[src/rtl/calc_pkg.sv]
// Shared types and helpers for the sequential calculator: opcode and FSM
// encodings plus the active-low hex to seven-segment decoder.
package calc_pkg;

    typedef enum logic [3:0] {
        OP_AND = 4'd0,
        OP_OR  = 4'd1,
        OP_XOR = 4'd2,
        OP_ADD = 4'd3,
        OP_SUB = 4'd4,
        OP_SHL = 4'd5,
        OP_SHR = 4'd6,
        OP_ASR = 4'd7,
        OP_NOT = 4'd8,
        OP_MUL = 4'd9
    } op_e;

    typedef enum logic [1:0] {
        S_IDLE = 2'd0,
        S_EXEC = 2'd1,
        S_MUL  = 2'd2,
        S_DONE = 2'd3
    } state_e;

    // Active-low segment pattern, bit order gfedcba.
    function automatic logic [6:0] hex7(input logic [3:0] v);
        logic [6:0] s;
        case (v)
            4'h0: s = 7'b1000000;
            4'h1: s = 7'b1111001;
            4'h2: s = 7'b0100100;
            4'h3: s = 7'b0110000;
            4'h4: s = 7'b0011001;
            4'h5: s = 7'b0010010;
            4'h6: s = 7'b0000010;
            4'h7: s = 7'b1111000;
            4'h8: s = 7'b0000000;
            4'h9: s = 7'b0010000;
            4'hA: s = 7'b0001000;
            4'hB: s = 7'b0000011;
            4'hC: s = 7'b1000110;
            4'hD: s = 7'b0100001;
            4'hE: s = 7'b0000110;
            default: s = 7'b0001110;
        endcase
        return s;
    endfunction

endpackage

[src/rtl/calculadora_seq_seg_scan.sv]
// Multiplexed seven-segment scanner: each digit of the magnitude is lit for
// REFRESH cycles in turn, digit 0 first after reset.
module seg_scan
    import calc_pkg::*;
#(
    parameter int N       = 8,
    parameter int DIGITS  = 2,
    parameter int REFRESH = 50000
) (
    input  logic              clk,
    input  logic              rst,
    input  logic [N-2:0]      mag,
    output logic [6:0]        seg,
    output logic [DIGITS-1:0] an
);

    localparam int RW = (REFRESH > 1) ? $clog2(REFRESH) : 1;
    localparam int IW = (DIGITS > 1) ? $clog2(DIGITS) : 1;

    logic [RW-1:0]         tick_reg;
    logic [IW-1:0]         idx_reg;
    logic [4*DIGITS-1:0]   padded;
    logic [3:0]            nib;

    // Refresh divider and digit index; free-running, only reset clears it.
    always_ff @(posedge clk or negedge rst) begin
        if (!rst) begin
            tick_reg <= '0;
            idx_reg  <= '0;
        end else if (tick_reg == RW'(REFRESH - 1)) begin
            tick_reg <= '0;
            idx_reg  <= (idx_reg == IW'(DIGITS - 1)) ? '0 : idx_reg + 1'b1;
        end else begin
            tick_reg <= tick_reg + 1'b1;
        end
    end

    // Zero-extend the magnitude to a whole number of nibbles.
    always_comb begin
        padded = '0;
        padded[N-2:0] = mag;
    end

    // Pick the nibble belonging to the currently lit digit.
    always_comb begin
        nib = padded[3:0];
        for (int i = 0; i < DIGITS; i++) begin
            if (idx_reg == IW'(i)) begin
                nib = padded[4*i +: 4];
            end
        end
    end

    assign seg = hex7(nib);

    genvar gi;
    generate
        for (gi = 0; gi < DIGITS; gi++) begin : g_an
            assign an[gi] = ~(idx_reg == IW'(gi));
        end
    endgenerate

endmodule

[src/rtl/calculadora_seq.sv]
// Sequential calculator: start/busy/done handshake, accumulator chaining,
// shift-add multiplier, registered result/flags and sign-magnitude display.
module calculadora_seq
    import calc_pkg::*;
#(
    parameter  int N       = 8,
    parameter  int REFRESH = 50000,
    localparam int DIGITS  = (N + 2) / 4
) (
    input  logic              clk,
    input  logic              rst,
    input  logic [N-1:0]      a,
    input  logic [N-1:0]      b,
    input  logic [3:0]        sel,
    input  logic              use_acc,
    input  logic              start,
    output logic              busy,
    output logic              done,
    output logic [N-1:0]      result,
    output logic              Z,
    output logic              C,
    output logic              N_f,
    output logic              O,
    output logic              Sign,
    output logic [6:0]        seg,
    output logic [DIGITS-1:0] an
);

    localparam int CW = $clog2(N + 1);

    state_e          state_reg;
    op_e             op_reg;
    logic [N-1:0]    op_a_reg;
    logic [N-1:0]    op_b_reg;
    logic [2*N-1:0]  mcand_reg;
    logic [2*N-1:0]  prod_reg;
    logic [CW-1:0]   mul_cnt_reg;
    logic [N-1:0]    result_reg;
    logic            z_reg, c_reg, n_reg, o_reg;
    logic [N-2:0]    mag_reg;
    logic            sign_reg;

    logic [N-1:0]    opa_sel;
    logic [N:0]      add_ext, sub_ext;
    logic [N-1:0]    alu_res;
    logic            alu_c, alu_o, alu_valid;

    assign opa_sel = use_acc ? result_reg : a;
    assign add_ext = {1'b0, op_a_reg} + {1'b0, op_b_reg};
    assign sub_ext = {1'b0, op_a_reg} - {1'b0, op_b_reg};

    // Single-cycle ALU; invalid opcodes (and MUL, handled elsewhere) leave
    // the result registers untouched.
    always_comb begin
        alu_res   = '0;
        alu_c     = 1'b0;
        alu_o     = 1'b0;
        alu_valid = 1'b1;
        case (op_reg)
            OP_AND: alu_res = op_a_reg & op_b_reg;
            OP_OR:  alu_res = op_a_reg | op_b_reg;
            OP_XOR: alu_res = op_a_reg ^ op_b_reg;
            OP_ADD: begin
                alu_res = add_ext[N-1:0];
                alu_c   = add_ext[N];
                alu_o   = (op_a_reg[N-1] == op_b_reg[N-1]) && (alu_res[N-1] != op_a_reg[N-1]);
            end
            OP_SUB: begin
                alu_res = sub_ext[N-1:0];
                alu_c   = ~sub_ext[N];
                alu_o   = (op_a_reg[N-1] != op_b_reg[N-1]) && (alu_res[N-1] != op_a_reg[N-1]);
            end
            OP_SHL: begin
                alu_res = {op_a_reg[N-2:0], 1'b0};
                alu_c   = op_a_reg[N-1];
            end
            OP_SHR: begin
                alu_res = {1'b0, op_a_reg[N-1:1]};
                alu_c   = op_a_reg[0];
            end
            OP_ASR: begin
                alu_res = {op_a_reg[N-1], op_a_reg[N-1:1]};
                alu_c   = op_a_reg[0];
            end
            OP_NOT: alu_res = ~op_a_reg;
            default: alu_valid = 1'b0;
        endcase
    end

    // Control FSM, operand latches, multiplier iterations and result write.
    always_ff @(posedge clk or negedge rst) begin
        if (!rst) begin
            state_reg   <= S_IDLE;
            op_reg      <= OP_AND;
            op_a_reg    <= '0;
            op_b_reg    <= '0;
            mcand_reg   <= '0;
            prod_reg    <= '0;
            mul_cnt_reg <= '0;
            result_reg  <= '0;
            z_reg       <= 1'b0;
            c_reg       <= 1'b0;
            n_reg       <= 1'b0;
            o_reg       <= 1'b0;
        end else begin
            case (state_reg)
                S_IDLE: begin
                    if (start) begin
                        op_a_reg    <= opa_sel;
                        op_b_reg    <= b;
                        op_reg      <= op_e'(sel);
                        mcand_reg   <= {{N{1'b0}}, opa_sel};
                        prod_reg    <= '0;
                        mul_cnt_reg <= '0;
                        state_reg   <= (sel == OP_MUL) ? S_MUL : S_EXEC;
                    end
                end
                S_EXEC: begin
                    if (alu_valid) begin
                        result_reg <= alu_res;
                        z_reg      <= (alu_res == '0);
                        c_reg      <= alu_c;
                        n_reg      <= alu_res[N-1];
                        o_reg      <= alu_o;
                    end
                    state_reg <= S_DONE;
                end
                S_MUL: begin
                    if (mul_cnt_reg == CW'(N)) begin
                        // All N multiplier bits consumed: commit the low half.
                        result_reg <= prod_reg[N-1:0];
                        z_reg      <= (prod_reg[N-1:0] == '0);
                        c_reg      <= |prod_reg[2*N-1:N];
                        n_reg      <= prod_reg[N-1];
                        o_reg      <= |prod_reg[2*N-1:N];
                        state_reg  <= S_DONE;
                    end else begin
                        if (op_b_reg[0]) begin
                            prod_reg <= prod_reg + mcand_reg;
                        end
                        mcand_reg   <= mcand_reg << 1;
                        op_b_reg    <= op_b_reg >> 1;
                        mul_cnt_reg <= mul_cnt_reg + 1'b1;
                    end
                end
                default: state_reg <= S_IDLE;
            endcase
        end
    end

    // Display magnitude lags the result by one cycle; only the low N-1 bits
    // are shown, so the most-negative value wraps to all zeros with a minus.
    always_ff @(posedge clk or negedge rst) begin
        if (!rst) begin
            mag_reg  <= '0;
            sign_reg <= 1'b1;
        end else begin
            mag_reg  <= result_reg[N-1] ? (~result_reg[N-2:0] + 1'b1) : result_reg[N-2:0];
            sign_reg <= ~result_reg[N-1];
        end
    end

    seg_scan #(
        .N       (N),
        .DIGITS  (DIGITS),
        .REFRESH (REFRESH)
    ) u_scan (
        .clk (clk),
        .rst (rst),
        .mag (mag_reg),
        .seg (seg),
        .an  (an)
    );

    assign busy   = (state_reg != S_IDLE);
    assign done   = (state_reg == S_DONE);
    assign result = result_reg;
    assign Z      = z_reg;
    assign C      = c_reg;
    assign N_f    = n_reg;
    assign O      = o_reg;
    assign Sign   = sign_reg;

endmodule
[config.mk]
export PLATFORM = sky130hd
export DESIGN_NAME = calculadora_seq
export DESIGN_NICKNAME = d
export VERILOG_FILES = /design/src/rtl/calc_pkg.sv /design/src/rtl/calculadora_seq_seg_scan.sv /design/src/rtl/calculadora_seq.sv
export SDC_FILE = /design/constraint.sdc
export NUM_CORES = 1
export LEC_CHECK = 0
export CELL_PAD_IN_SITES_DETAIL_PLACEMENT = 0
export CELL_PAD_IN_SITES_GLOBAL_PLACEMENT = 2
export CORE_AREA = 4 4 144 146
export CTS_BUF_LIST = sky130_fd_sc_hd__clkbuf_8
export CTS_CLUSTER_SIZE = 24
export DETAILED_ROUTE_END_ITERATION = 12
export DIE_AREA = 0 0 148 150
export PLACE_DENSITY = 0.75
export SYNTH_ARGS = -nofsm -noshare
export SYNTH_HDL_FRONTEND = slang
export SYNTH_HIERARCHICAL = 1
export SYNTH_SLANG_ARGS = --single-unit
[constraint.sdc]
create_clock -name clk -period 2.8 [get_ports clk]
set_clock_uncertainty 0.1 [all_clocks]
set_input_delay 0.56 -clock clk [delete_from_list [all_inputs] [get_ports clk]]
set_output_delay 0.56 -clock clk [all_outputs]
set_load 0.05 [all_outputs]
==> results of run 1 <==
[worst max-delay path, cell delays in order (launching register included)]
cell	delay, ns
sky130_fd_sc_hd__dfrtp_1	0.43
sky130_fd_sc_hd__ha_1	0.24
sky130_fd_sc_hd__fa_1	0.41
sky130_fd_sc_hd__a21o_1	0.20
sky130_fd_sc_hd__a21oi_1	0.20
sky130_fd_sc_hd__a2bb2oi_1	0.18
sky130_fd_sc_hd__nor2_1	0.05
sky130_fd_sc_hd__a211o_2	0.33
sky130_fd_sc_hd__or4_4	0.53
sky130_fd_sc_hd__o31ai_2	0.17
[Yosys cell counts (11+ instances only)]
library cell | count | share of area, %
sky130_fd_sc_hd__o21ai_0 | 67 | 5.0
sky130_fd_sc_hd__clkbuf_1 | 20 | 1.1
sky130_fd_sc_hd__nor2_1 | 56 | 3.1
sky130_fd_sc_hd__nand3_1 | 18 | 1.3
sky130_fd_sc_hd__xor2_1 | 11 | 1.4
sky130_fd_sc_hd__dfrtp_1 | 93 | 35
sky130_fd_sc_hd__ha_1 | 53 | 9.9
sky130_fd_sc_hd__nand2_1 | 72 | 4.0
sky130_fd_sc_hd__xnor2_1 | 19 | 2.5
sky130_fd_sc_hd__mux2i_1 | 26 | 3.9
sky130_fd_sc_hd__inv_1 | 41 | 2.3
sky130_fd_sc_hd__a21oi_1 | 41 | 3.1
sky130_fd_sc_hd__a22o_1 | 12 | 1.6
sky130_fd_sc_hd__nor3_1 | 14 | 1.0
[final cells by class]
class                   count  area [um^2]
clock buffers               9        123.9
clock inverters             7        80.08
fillers                  1943        11000
inverters                  42        162.7
multi-input cells         571         4190
flip-flops and latches     94         2357
well taps                 265        331.6
repair buffers            133         1150
[kinds of logic after synthesis]
logic type                 synth area share (%)
xor gates and xnor gates                  3.926
buffers and inverters                     5.047
DFF                                       35.17
AOI/OAI and AO/OA                         21.84
and+or+nand+nor                           17.42
adders and majority gates                 10.81
muxes                                     5.795
[power by group through the flow]
stage / Sequential (mW) / Combinational, mW / Clock, mW
finish: 2.24 / 6.38 / 0.940
global route: 2.31 / 6.99 / 1.04
CTS: 2.24 / 6.18 / 0.989
detailed placement: 2.26 / 5.99 / 0
global placement: 2.24 / 5.93 / 0
floorplan: 2.32 / 3.75 / 0
[stage by stage]
stage          instance area, um^2  std cells  hold WS [ns]
2_1_floorplan                 6723        740        0.1644
3_3_place_gp                  7918       1093        0.3590
3_5_place_dp                  7918       1093        0.3750
4_1_cts                       8279       1119        0.3904
5_1_grt                       8396       1121        0.4007
6_report                      8396       1121        0.3805
[path summary, 6_finish.rpt]
path	endpoint	slack (ns)	cells after the start
worst min register to register	u_scan/tick_reg[0]	0.38	1
max in group asynchronous	u_scan/tick_reg[2]	1.39	3
worst min-delay path	u_scan/tick_reg[0]	0.38	1
min in group asynchronous	prod_reg[12]	0.51	2
worst max-delay path	Z	-0.13	9
worst max register to register	Z	-0.13	9
[metal layers]
layer	vias to the layer above	GRT usage (%)
met2	123	29.02
met5	-	0
li1	2900	-
met3	13	3.483
met4	0	2.864
met1	2883	25.39
[timing repair]
action | CTS | global route
cloned | 0 | 0
pin swaps | 5 | 4
hold buffers | 1 | 0
hold endpoints to repair | 21 | 0
endpoints found under the setup margin | 10 | 16
buffers inserted | 9 | 2
gates resized for setup | 23 | 20
==> run metrics, run 1 <==
status finished, violations left; violated checks setup timing; WP data required approximately 3 ns; amount of wire on met3 after detailed routing around 820 um; number of enable flip-flop cells after synthesis 0; top flip-flop cell by instance count after synthesis sky130_fd_sc_hd__dfrtp_1; CTS H-tree depth 3; clock tree from TritonCTS done; RSZ-0062 raised after global routing yes; global-route total usage across every layer about 18%; total power consumption of the routed design ~9.6 mW; Die Y 150 um; Final min period roughly 2.9 ns; DRT met1 WL slightly below 10,000 um; maximum clock frequency between 0.3 and 0.4 GHz; Seq/Total Area, Yosys about a third; floorplan die area roughly 22,000 um^2; boundary pin count 48; per-cell via count in the routed design 5.280; max_slew headroom a little under three fifths; clock-pin slew on the worst setup and hold paths approximately 0.10 ns; largest fanout on the critical path 3; least setup slack across all paths after layout -0.1267 ns; synthesized flop and latch total 94; number of warnings issued by yosys 6; leakage power total about 3.8 nW; DRT iter0 DRCs between 300 and 400; post-route ant nets 0; hold_sp u_scan/tick_reg[0]; Worst Path Arrival around 3.1 ns; source of the critical timing path op_b_reg[0]; fraction of layout instances using a drive strength above 1 approximately a fifth; power density relative to cell area ~1100 nW/um^2; via count of the routed design between 5,000 and 6,000; met2 WL a little under 9000 um; element type at the critical path start flop; Final Core Density about 43%; number of buffers inserted by port buffering 47; Clock Root Buffer sky130_fd_sc_hd__clkbuf_8; Mapped Nets between 800 and 900; final total negative setup slack -0.1267 ns; uppermost routed layer met4; Final Net Count 931; critical path class flop to flop; Final period util 104.5%; number of failing hold endpoints at the final stage 0; highest-count cells in the layout ignoring fill and taps 90 x sky130_fd_sc_hd__dfrtp_1, 88 x sky130_fd_sc_hd__buf_4, 72 x sky130_fd_sc_hd__nand2_1, 66 x sky130_fd_sc_hd__o21ai_0, 55 x sky130_fd_sc_hd__nor2_1; Final setup violation count 1; gp weighted congestion approximately 0.86; worst voltage drop across the vdd grid between 0.4 and 0.5 mV; Critical Path End Type flop; Net Sw Power approximately 4.8 mW; synthesized area divided by synthesized cell count roughly 9 um^2; wire length per cell between 15 and 20 um; actual slew at the worst max-slew pin ~0.65 ns; area of the core approximately 19,000 um^2; maximum buffer depth of the clock tree 2; via count of the first global-routing pass 5,951; sequential share of power a little under a quarter; estimated wirelength of the detail-placed design between 15,000 and 20,000 um; post-synthesis to final-layout area growth 25.44%; clock insertion delay at the later pin of the skew report around 0.39 ns; post-synthesis cell area between 6000 and 7000 um^2; global-route wire length before repair 31,860 um; number of antenna violations at the first check in global routing 0; async set or reset register ratio after synthesis 100.0%; width of the die 148 um; count of standard-cell rows between 50 and 60; maximum number of pins on one net before global-route repair 45; clock net sink count between 90 and 100; max-cap check violation count 0; residual DRC count 0; switching part of the total between 40% and 50%; reg-to-reg startpoint op_b_reg[0]; placement-stage worst setup slack -0.2824 ns; path category of the worst min-delay check flop to flop; number of CTS-inserted buffers 9; final wirelength just under 20,000 um; First-pass DRT Iterations 5; post-synthesis cell type count between 80 and 90; fraction of power consumed by the clock network under 10%; most frequent standard cell in the layout excluding fill and tap cells sky130_fd_sc_hd__dfrtp_1; Logic pwr share 66.8%; GRT Residual Overflow 0; internal power ~4.8 mW; number of diodes added for antenna fixing 0; Final Max Tran Viols 0; instance count of the mapped netlist 740; effective utilization at floorplan 34.50%
Power figures use the tool's default switching activity.
==> run 2: changes to the inputs <==
--- a/config.mk
+++ b/config.mk
@@ -12,6 +12,7 @@
 export CTS_CLUSTER_SIZE = 24
 export DETAILED_ROUTE_END_ITERATION = 12
 export DIE_AREA = 0 0 148 150
+export MAX_ROUTING_LAYER = met4
 export PLACE_DENSITY = 0.75
 export SYNTH_ARGS = -nofsm -noshare
 export SYNTH_HDL_FRONTEND = slang
==> run metrics, run 2 (synthesis gave the netlist of run 1 again) <==
element type at the critical path start flop (unchanged); effective utilization at floorplan 34.50% (unchanged); area of the core 19,400 um^2 (unchanged); Clock Root Buffer sky130_fd_sc_hd__clkbuf_8 (unchanged); most used routing layer met2 (unchanged); number of buffers inserted by port buffering 47 (unchanged); post-synthesis to final-layout area growth 25.07% (was 25.44%); cell with the largest stage delay on the worst path sky130_fd_sc_hd__or4_1 (was sky130_fd_sc_hd__or4_4); Final Core Density 43.15% (was 43.28%); Logic pwr share 66.5% (was 66.8%); path category of the worst min-delay check flop to flop (unchanged); clock net sink count 94 (unchanged); total power consumption of the routed design 9.498 mW (was 9.558 mW); maximum clock frequency 0.3361 GHz (was 0.3417 GHz); area post-placement 7945 um^2 (was 7918 um^2); CTS H-tree depth 3 (unchanged); global-route total usage across every layer 18.58% (was 17.91%); largest fanout on the critical path 2 (was 3); met1 usage in global routing 26.34% (was 25.39%); RSZ-0062 raised after global routing yes (unchanged); most frequent standard cell in the layout excluding fill and tap cells sky130_fd_sc_hd__dfrtp_1 (unchanged); Die Y 150 um (unchanged); final wirelength 19,550 um (was 19,690 um); highest-count cells in the layout ignoring fill and taps 89 x sky130_fd_sc_hd__dfrtp_1, 83 x sky130_fd_sc_hd__buf_4, 72 x sky130_fd_sc_hd__nand2_1, 66 x sky130_fd_sc_hd__o21ai_0, 55 x sky130_fd_sc_hd__nor2_1 (was 90 x sky130_fd_sc_hd__dfrtp_1, 88 x sky130_fd_sc_hd__buf_4, 72 x sky130_fd_sc_hd__nand2_1, 66 x sky130_fd_sc_hd__o21ai_0, 55 x sky130_fd_sc_hd__nor2_1); switching part of the total 49.91% (was 49.84%); floorplan die area 22,200 um^2 (unchanged); max_slew headroom 54.95% (was 56.78%); First-pass DRT Iterations 5 (unchanged); Final Net Count 928 (was 931); sequential share of power 23.6% (was 23.4%); number of fill cells in the layout 1,943 (unchanged); maximum buffer depth of the clock tree 2 (unchanged); post-route ant nets 0 (unchanged); met2 track demand over resource 28.77% (was 29.02%); final total negative setup slack -0.1750 ns (was -0.1267 ns); Final period util 106.2% (was 104.5%); Final Instance Count excl. Fillers 1,118 (was 1,121); max-cap check violation count 0 (unchanged); critical path class flop to flop (unchanged); fraction of layout instances using a drive strength above 1 20.75% (was 20.79%); clock tree from TritonCTS done (unchanged); worst voltage drop across the vdd grid 0.5038 mV (was 0.4806 mV); via count of the first global-routing pass 5,901 (was 5,951); finished layout cell area 8371 um^2 (was 8396 um^2); internal power 4.758 mW (was 4.795 mW); Final min period 2.975 ns (was 2.927 ns); list of cells traversed by the critical path inv_2, ha_2, fa_1, nor2_1, a21oi_1, nor3_2, a2111oi_4, or4b_1, or4_1, o31ai_2 (was ha_1, fa_1, a21o_1, a21oi_1, a2bb2oi_1, nor2_1, a211o_2, or4_4, o31ai_2); least setup slack across all paths after layout -0.1750 ns (was -0.1267 ns); Critical Path End Type flop (unchanged); GRT Residual Overflow 0 (unchanged); number of failing hold endpoints at the final stage 0 (unchanged); actual slew at the worst max-slew pin 0.6732 ns (was 0.6459 ns); status finished, violations left (unchanged); residual DRC count 0 (unchanged); register area 2359 um^2 (was 2357 um^2); Final setup violation count 1 (unchanged); gp weighted congestion 0.8788 (was 0.8590); Net Sw Power 4.740 mW (was 4.764 mW); Placed Cells incl. Taps 1,095 (was 1,093); Final Max Tran Viols 0 (unchanged); leakage power total 3.788 nW (was 3.803 nW); per-cell via count in the routed design 5.284 (was 5.280); width of the die 148 um (unchanged); violated checks setup timing (unchanged); WP data required 3.00 ns (about the same); clock insertion delay at the later pin of the skew report 0.39 ns (about the same); power density relative to cell area 1135 nW/um^2 (was 1139 nW/um^2); boundary pin count 48 (unchanged); wire length per cell 17.49 um (was 17.57 um); maximum number of pins on one net before global-route repair 41 (was 45); footprint of the multi-input gates 4180 um^2 (was 4190 um^2); Worst Path Arrival 3.17 ns (was 3.13 ns); estimated wirelength of the detail-placed design 15,270 um (was 15,170 um); number of diodes added for antenna fixing 0 (unchanged); fraction of power consumed by the clock network 9.9% (was 9.8%); DRT iter0 DRCs 347 (was 377); number of CTS-inserted buffers 9 (unchanged); Crit path largest cell delay 0.54 ns (was 0.53 ns); met3 track utilization from global routing 2.604% (was 3.483%); count of standard-cell rows 51 (unchanged); clock-pin slew on the worst setup and hold paths 0.11 ns (was 0.10 ns); via count of the routed design 5,907 (was 5,919); global-route wire length before repair 32,130 um (was 31,860 um); number of antenna violations at the first check in global routing 0 (unchanged)
## run 2: what timing repair did
| action | 4_1_cts | 5_1_grt |
|---|---|---|
| setup endpoints to repair | 10 | 15 |
| buffers inserted | 6 | 1 |
| cloned | 0 | 0 |
| hold buffers | 1 | 0 |
| endpoints found under the hold margin | 23 | 0 |
| gates resized for setup | 24 | 19 |
| pin swaps | 6 | 5 |
## run 2: worst paths after layout
path | slack [ns] | start | end | depth (start not counted)
hold / removal | 0.39 | u_scan/tick_reg[0] | u_scan/tick_reg[0] | 1
hold reg to reg | 0.39 | u_scan/tick_reg[0] | u_scan/tick_reg[0] | 1
setup reg to reg | -0.17 | op_a_reg[0] | Z | 10
setup / recovery | -0.17 | op_a_reg[0] | Z | 10
max in group asynchronous | 1.36 | rst | u_scan/tick_reg[4] | 3
min in group asynchronous | 0.51 | rst | mul_cnt_reg[3] | 2
## run 2: final cells by class
| cell class | instances | share of cell area, % |
|---|---|---|
| Multi-Input combinational cell | 571 | 49.94 |
| Inverter | 42 | 1.913 |
| Tap cell | 265 | 3.961 |
| Sequential cell | 94 | 28.18 |
| Clock inverter | 7 | 0.8670 |
| Clock buffer | 9 | 1.480 |
| Timing Repair Buffer | 130 | 13.66 |
## run 2: critical path, delay by kind of cell (launching register included)
| family | cells | cell delay (ns) |
|---|---|---|
| AOI/OAI and AO/OA | 3 | 0.55 |
| adders and majority gates | 2 | 0.66 |
| buffers and inverters | 1 | 0.05 |
| DFF | 1 | 0.38 |
| and+or+nand+nor | 4 | 1.14 |
## run 2: through the flow
step	worst slack, ns	hold WS (ns)
floorplan	-0.07038	0.1644
global placement	-0.3180	0.3618
detailed placement	-0.2763	0.3736
CTS	-0.1827	0.3890
global route	-0.2994	0.4047
finish	-0.1750	0.3898
## run 2: power groups by stage
stage	Clock, mW	Combinational [mW]	Sequential (mW)
final	0.943	6.32	2.24
after detailed placement	0	6.03	2.26
after floorplan	0	3.75	2.32
after CTS	0.976	6.22	2.23
after global routing	1.03	6.94	2.30
after global placement	0	5.98	2.24
## run 2: routing by layer
| layer | part of all wire (%) | vias to the layer above |
|---|---|---|
| met5 | 0 | - |
| met4 | 0.82 | 0 |
| met3 | 3.5 | 11 |
| met2 | 46 | 111 |
| met1 | 50 | 2884 |
| li1 | - | 2901 |
==> run 3: changes to the inputs <==
--- a/config.mk
+++ b/config.mk
@@ -12,6 +12,7 @@
 export CTS_CLUSTER_SIZE = 24
 export DETAILED_ROUTE_END_ITERATION = 12
 export DIE_AREA = 0 0 148 150
+export HOLD_SLACK_MARGIN = 0.15
 export MAX_ROUTING_LAYER = met4
 export PLACE_DENSITY = 0.75
 export SYNTH_ARGS = -nofsm -noshare
==> results of run 3 <==
The final DEF is identical to that of run 2; final timing and power are the same.
